## src/rtl/conv_pass_scheduler_pkg.sv

```systemverilog
// Shared types for the two-pass separable blur scheduler: FSM states, SRAM
// request bundle and the smallest legal image dimension.
package conv_pkg;

    typedef logic [7:0] dim_t;
    typedef logic [7:0] pix_t;

    localparam dim_t MIN_DIM = 8'd6;

    typedef enum logic [2:0] {
        IDLE,
        P1_RST,
        P1_WAIT,
        P1_RUN,
        P2_RST,
        P2_WAIT,
        P2_RUN,
        DONE
    } sched_state_e;

    typedef enum logic [1:0] {
        SRC_NONE,
        SRC_HOST,
        SRC_RC_IMG,
        SRC_RC_BUF
    } sram_src_e;

    typedef struct packed {
        logic write_en;
        logic sense_en;
        dim_t row;
        dim_t col;
        pix_t din;
    } sram_req_t;

    function automatic sram_req_t pick_req(sram_src_e src, sram_req_t host,
                                           sram_req_t rc_img, sram_req_t rc_buf);
        sram_req_t r;
        r = '0;
        unique case (src)
            SRC_HOST:   r = host;
            SRC_RC_IMG: r = rc_img;
            SRC_RC_BUF: r = rc_buf;
            default:    r = '0;
        endcase
        return r;
    endfunction

endpackage

```

## src/rtl/img_sram_intf.sv

```systemverilog
// Single-port image SRAM access bundle: the requester drives req, the memory
// side returns registered read data on dout.
interface img_sram_intf;
    import conv_pkg::*;

    sram_req_t req;
    pix_t      dout;

    modport mst (output req, input dout);
    modport slv (input req, output dout);

endinterface

```

## src/rtl/conv_pass_scheduler_sram_port_mux.sv

```systemverilog
// Stateless 3-slave to 2-master SRAM crossbar; the grant is decoded from the
// registered scheduler state so the select never glitches mid-cycle.
module sram_port_mux
    import conv_pkg::*;
(
    input  sched_state_e     sel,
    img_sram_intf.slv        host_sram,
    img_sram_intf.slv        rc_img,
    img_sram_intf.slv        rc_buf,
    img_sram_intf.mst        mem_img,
    img_sram_intf.mst        mem_buf
);

    sram_src_e img_src;
    sram_src_e buf_src;

    // Pass 2 swaps roles: the controller reads buf and writes back into img.
    always_comb begin
        img_src = SRC_NONE;
        buf_src = SRC_NONE;
        unique case (sel)
            IDLE, DONE: img_src = SRC_HOST;
            P1_WAIT, P1_RUN: begin
                img_src = SRC_RC_IMG;
                buf_src = SRC_RC_BUF;
            end
            P2_WAIT, P2_RUN: begin
                img_src = SRC_RC_BUF;
                buf_src = SRC_RC_IMG;
            end
            default: begin
                img_src = SRC_NONE;
                buf_src = SRC_NONE;
            end
        endcase
    end

    assign mem_img.req = pick_req(img_src, host_sram.req, rc_img.req, rc_buf.req);
    assign mem_buf.req = pick_req(buf_src, host_sram.req, rc_img.req, rc_buf.req);

    assign host_sram.dout = (img_src == SRC_HOST) ? mem_img.dout : '0;

    assign rc_img.dout = (img_src == SRC_RC_IMG) ? mem_img.dout :
                         (buf_src == SRC_RC_IMG) ? mem_buf.dout : '0;

    assign rc_buf.dout = (img_src == SRC_RC_BUF) ? mem_img.dout :
                         (buf_src == SRC_RC_BUF) ? mem_buf.dout : '0;

endmodule

```

## src/flat_wrapper.sv

```systemverilog
// flat-port wrapper written by rule: the top's interface ports become plain ports
module sram_port_mux_flat import conv_pkg::*;
  (sel, host_sram_req, host_sram_dout, rc_img_req, rc_img_dout, rc_buf_req, rc_buf_dout, mem_img_req, mem_img_dout, mem_buf_req, mem_buf_dout);
  img_sram_intf host_sram_i ();
  img_sram_intf rc_img_i ();
  img_sram_intf rc_buf_i ();
  img_sram_intf mem_img_i ();
  img_sram_intf mem_buf_i ();
  input  sched_state_e sel;
  input wire logic [$bits(host_sram_i.req)-1:0] host_sram_req;
  output wire logic [$bits(host_sram_i.dout)-1:0] host_sram_dout;
  input wire logic [$bits(rc_img_i.req)-1:0] rc_img_req;
  output wire logic [$bits(rc_img_i.dout)-1:0] rc_img_dout;
  input wire logic [$bits(rc_buf_i.req)-1:0] rc_buf_req;
  output wire logic [$bits(rc_buf_i.dout)-1:0] rc_buf_dout;
  output wire logic [$bits(mem_img_i.req)-1:0] mem_img_req;
  input wire logic [$bits(mem_img_i.dout)-1:0] mem_img_dout;
  output wire logic [$bits(mem_buf_i.req)-1:0] mem_buf_req;
  input wire logic [$bits(mem_buf_i.dout)-1:0] mem_buf_dout;
  assign host_sram_i.req = host_sram_req;
  assign host_sram_dout = host_sram_i.dout;
  assign rc_img_i.req = rc_img_req;
  assign rc_img_dout = rc_img_i.dout;
  assign rc_buf_i.req = rc_buf_req;
  assign rc_buf_dout = rc_buf_i.dout;
  assign mem_img_req = mem_img_i.req;
  assign mem_img_i.dout = mem_img_dout;
  assign mem_buf_req = mem_buf_i.req;
  assign mem_buf_i.dout = mem_buf_dout;
  sram_port_mux u_core (.sel(sel), .host_sram(host_sram_i), .rc_img(rc_img_i), .rc_buf(rc_buf_i), .mem_img(mem_img_i), .mem_buf(mem_buf_i));
endmodule
```

## config.mk

```make
export PLATFORM = sky130hd
export DESIGN_NAME = sram_port_mux_flat
export DESIGN_NICKNAME = d
export VERILOG_FILES = /design/src/rtl/conv_pass_scheduler_pkg.sv /design/src/rtl/img_sram_intf.sv /design/src/rtl/conv_pass_scheduler_sram_port_mux.sv /design/src/flat_wrapper.sv
export SDC_FILE = /design/constraint.sdc
export NUM_CORES = 1
export LEC_CHECK = 0
export ABC_AREA = 1
export CORE_AREA = 2 2 71 73
export DETAILED_ROUTE_END_ITERATION = 8
export DIE_AREA = 0 0 73 75
export PLACE_DENSITY = 0.87
export SETUP_SLACK_MARGIN = 0.3
export SLEW_MARGIN = 30
export SYNTH_ARGS = -nofsm -noshare
export SYNTH_HDL_FRONTEND = slang
export SYNTH_SLANG_ARGS = --single-unit
```

## constraint.sdc

```tcl
create_clock -name vclk -period 1.89
set_input_delay 0.378 -clock vclk [all_inputs]
set_output_delay 0.378 -clock vclk [all_outputs]
set_load 0.05 [all_outputs]
```

==> results of run 1 <==
through the flow:
step | setup slack [ps] | instance area [sq um] | hold WS [ps]
after detailed placement | -461 | 4350 | 1460
after global placement | -341 | 4350 | 1460
after floorplan | 169 | 1700 | 932
logic make-up after synthesis:
kind of cell	Yosys count	share of synthesized area, %
AO/OA/AOI/OAI	42	17.0
AND/OR/NAND/NOR	162	59.6
buffers and inverters	66	23.4
synthesized netlist by cell type (2+ instances only):
cell | count | share of area (%)
buf_6 | 4 | 3.6
nand2_1 | 95 | 29
nand3_1 | 26 | 11
o21ai_0 | 37 | 15
nand3_2 | 2 | 1.6
inv_2 | 2 | 0.61
o21ai_1 | 5 | 2.0
clkbuf_1 | 6 | 1.8
nand2_2 | 2 | 1.0
buf_2 | 10 | 4.0
inv_1 | 44 | 13
nand4_1 | 26 | 13
nor2_1 | 9 | 2.7
==> metrics.md, run 1 <==
| Metric | Value |
|---|---|
| Synth warn | `0` |
| Syn Nets | `367` |
| Placed Instances | `496` |
| Chip height | `75 um` |
| IO Port Bufs | `173` |
| Row cnt | `25` |
| I/O pin count | `173` |
| Synthesized instance count | `270` |
| Halt point of the flow | `clock tree synthesis` |
| Outcome | `stopped before the end` |
| Syn Std Cell Area | `1240 sq um` |
| Error | `[ERROR DPL-0038] Utilization greater than 100%, impossible to legalize` |
| Dpl hpwl | `7540 um` |
| CTS resizes | `136` |
| Synth cell types | `15` |
| Die W | `73 um` |
| Syn_area_per_cell | `4.59 sq um` |
| Initial Utilization | `26.6%` |
| Post-CTS Hold Buffers | `0` |
| # Post-CTS Setup Buffers | `17` |
| GPL Wtd Cong | `0.899` |
| Seq/Total Area, Yosys | `0%` |
==> run 2, diff against run 1 <==
--- a/config.mk
+++ b/config.mk
@@ -9,8 +9,7 @@
 export CORE_AREA = 2 2 71 73
 export DETAILED_ROUTE_END_ITERATION = 8
 export DIE_AREA = 0 0 73 75
-export PLACE_DENSITY = 0.87
-export SETUP_SLACK_MARGIN = 0.3
+export PLACE_DENSITY_LB_ADDON = 0.15
 export SLEW_MARGIN = 30
 export SYNTH_ARGS = -nofsm -noshare
 export SYNTH_HDL_FRONTEND = slang
==> metrics.md, run 2 <==
| Metric | Value |
|---|---|
| Critical path, cell by cell | `buf_2, buf_4, nor2_2, nand2_2, nand2_4, buf_12, buf_12, nand2_1, nand3_2, buf_12` |
| Number of max-cap violations | `0` |
| Die W | `73 um` |
| Critical path fanouts, max | `6` |
| Final hold violation count | `0` |
| IO Port Bufs | `173` |
| Commonest non-fill, non-tap cell in the layout | `clkdlybuf4s50_1` |
| Syn Std Cell Area | `1240 sq um` |
| Most frequent cell after synthesis | `nand2_1` |
| Share of the synthesized area in the top cell type | `28.8%` |
| Worst path depth | `10` |
| GRT Overall Usage | `29.9%` |
| Post-CTS Hold Buffers | `0` |
| Share of cells above drive strength 1 | `33.9%` |
| DRT iter0 DRCs | `248` |
| RSZ-0062 raised after global routing | `true` |
| Post-layout minimum cycle time | `1850 ps` |
| Crit-path max cell delay | `140 ps` |
| Initial antenna violation count | `0` |
| Placed Instances | `491` |
| Routed WL | `8540 um` |
| Reg area | `0 sq um` |
| Die Area | `5480 sq um` |
| Peak supply drop | `0.000267 V` |
| CP most frequent cell | `buf_12` |
| PwrDens | `411 nW/um^2` |
| Pin slew with the least headroom to its limit | `378 ps` |
| Crit path DAT | `1480 ps` |
| Initial Utilization | `26.6%` |
| Fin crit share | `98.1%` |
| Dpl hpwl | `5930 um` |
| Final setup viols | `0` |
| CLK BUF | `0` |
| Vias/cell | `5.20` |
| Pleak | `1.96 nW` |
| Congestion Overflow GR | `0` |
| Most frequent cells in the layout | `clkdlybuf4s50_1, nand2_1, buf_12` |
| Pins over their slew limit | `0` |
| Outcome | `finished clean` |
| Via count | `2598` |
| Synth cell count leaders | `nand2_1, inv_1, o21ai_0` |
| Largest area contributor in the netlist | `nand2_1` |
| Synth warn | `0` |
| Final sequential cell count | `0` |
| Synth top area cells | `nand2_1, o21ai_0, inv_1` |
| Slowest CP cell | `buf_4` |
| Crit Path Class | `input pin to output port` |
| Fmax | `539 MHz` |
| First-pass GRT wire length | `13000 um` |
| Largest net degree at the start of global routing | `31` |
| Crit path capture type | `output port` |
| Rel. slew slack | `74.5%` |
| CP Buf/Inv Count | `5` |
| Chip height | `75 um` |
| Final TNS setup | `0 ps` |
| DRC Markers | `0` |
| Synthesized instance count | `270` |
| Fillers | `216` |
| Delay-heaviest family, CP | `buffers and inverters` |
| Seq/Total Area, Yosys | `0%` |
| Crit start category | `input pin` |
| Drt pass-1 iters | `5` |
| Vias in the first global route | `2599` |
| Area growth syn-to-layout | `237%` |
| Post-DRT Antenna Nets | `0` |
| Hold Crit Class | `input pin to output port` |
| GPL Wtd Cong | `0.862` |
| Syn Nets | `367` |
| Synth cell types | `15` |
| Worst Path Required | `1510 ps` |
| Layout Utilization | `89.5%` |
| Worst setup path startpoint | `sel[1]` |
| # nets final | `545` |
| Finished Layout Cells | `500` |
| Inserted Diodes | `0` |
| Syn_area_per_cell | `4.59 sq um` |
| I/O pin count | `173` |
| CORE AREA | `4660 sq um` |
| Worst setup path endpoint | `mem_img_req[21]` |
| Row cnt | `25` |
| WL per Instance | `17.1 um` |
==> run 2: cell counts after synthesis <==
No cell type changed its count.
==> run 2: routing by layer <==
| layer | vias to the layer above | wire, um | track usage (%) |
|---|---|---|---|
| li1 | 1239 | - | - |
| met1 | 1196 | 3070 | 34.4 |
| met2 | 151 | 4490 | 55.7 |
| met3 | 12 | 831 | 6.83 |
| met4 | 0 | 150 | 7.61 |
| met5 | - | 0 | 0 |
==> run 2: cells by family (layout without fill, tap and decap cells) <==
kind of cell           Yosys count  count (layout)  synth area share [%]
AND/OR/NAND/NOR                162             162                  59.6
buffers and inverters           66             242                  23.4
AO/OA/AOI/OAI                   42              42                  17.0
==> run 2: how the worst min path moves through the flow <==
| stage | endpoint | startpoint | cells past startpoint |
|---|---|---|---|
| after floorplan | host_sram_dout[0] | mem_img_dout[0] | 2 |
| after global placement | host_sram_dout[4] | mem_img_dout[4] | 4 |
| after detailed placement | host_sram_dout[0] | mem_img_dout[0] | 4 |
| after CTS | mem_img_req[1] | sel[2] | 4 |
| after global routing | mem_img_req[1] | sel[2] | 4 |
| final | mem_img_req[1] | sel[2] | 4 |
==> run 2: what timing repair did <==
action,CTS,global route
setup buffers,6,0
cloned,4,0
pin swaps,4,2
endpoints found under the hold margin,0,0
resized for setup,71,7
endpoints found under the setup margin,76,26
==> run 2: worst min-delay path: stages <==
cell and delay [ps]:
buf_2 130, nand4_1 120, nand3_2 100, buf_12 160
==> run 2: power by group <==
group          switching (mW)  internal (mW)  total, mW
combinational           0.883          0.829       1.71
clock                       0              0          0
sequential                  0              0          0
==> run 2: area by class of cell <==
class | instances | area [sq um] | share of cell area (%)
repair buffers | 196 | 2800 | 67.2
well taps | 54 | 67.6 | 1.62
multi-input cells | 204 | 1130 | 27.1
inverters | 46 | 173 | 4.14
==> run 2: stage by stage <==
step	hold slack [ps]	power [mW]	setup slack (ps)	cell area (sq um)
floorplan	987	0.693	-367	1240
global placement	1450	1.58	-323	3820
detailed placement	1460	1.60	-383	3820
CTS	1270	1.70	11.5	4150
global route	1310	1.78	-25.4	4170
finish	1270	1.71	35.9	4170
No activity file was read; power rests on OpenSTA's default activity.
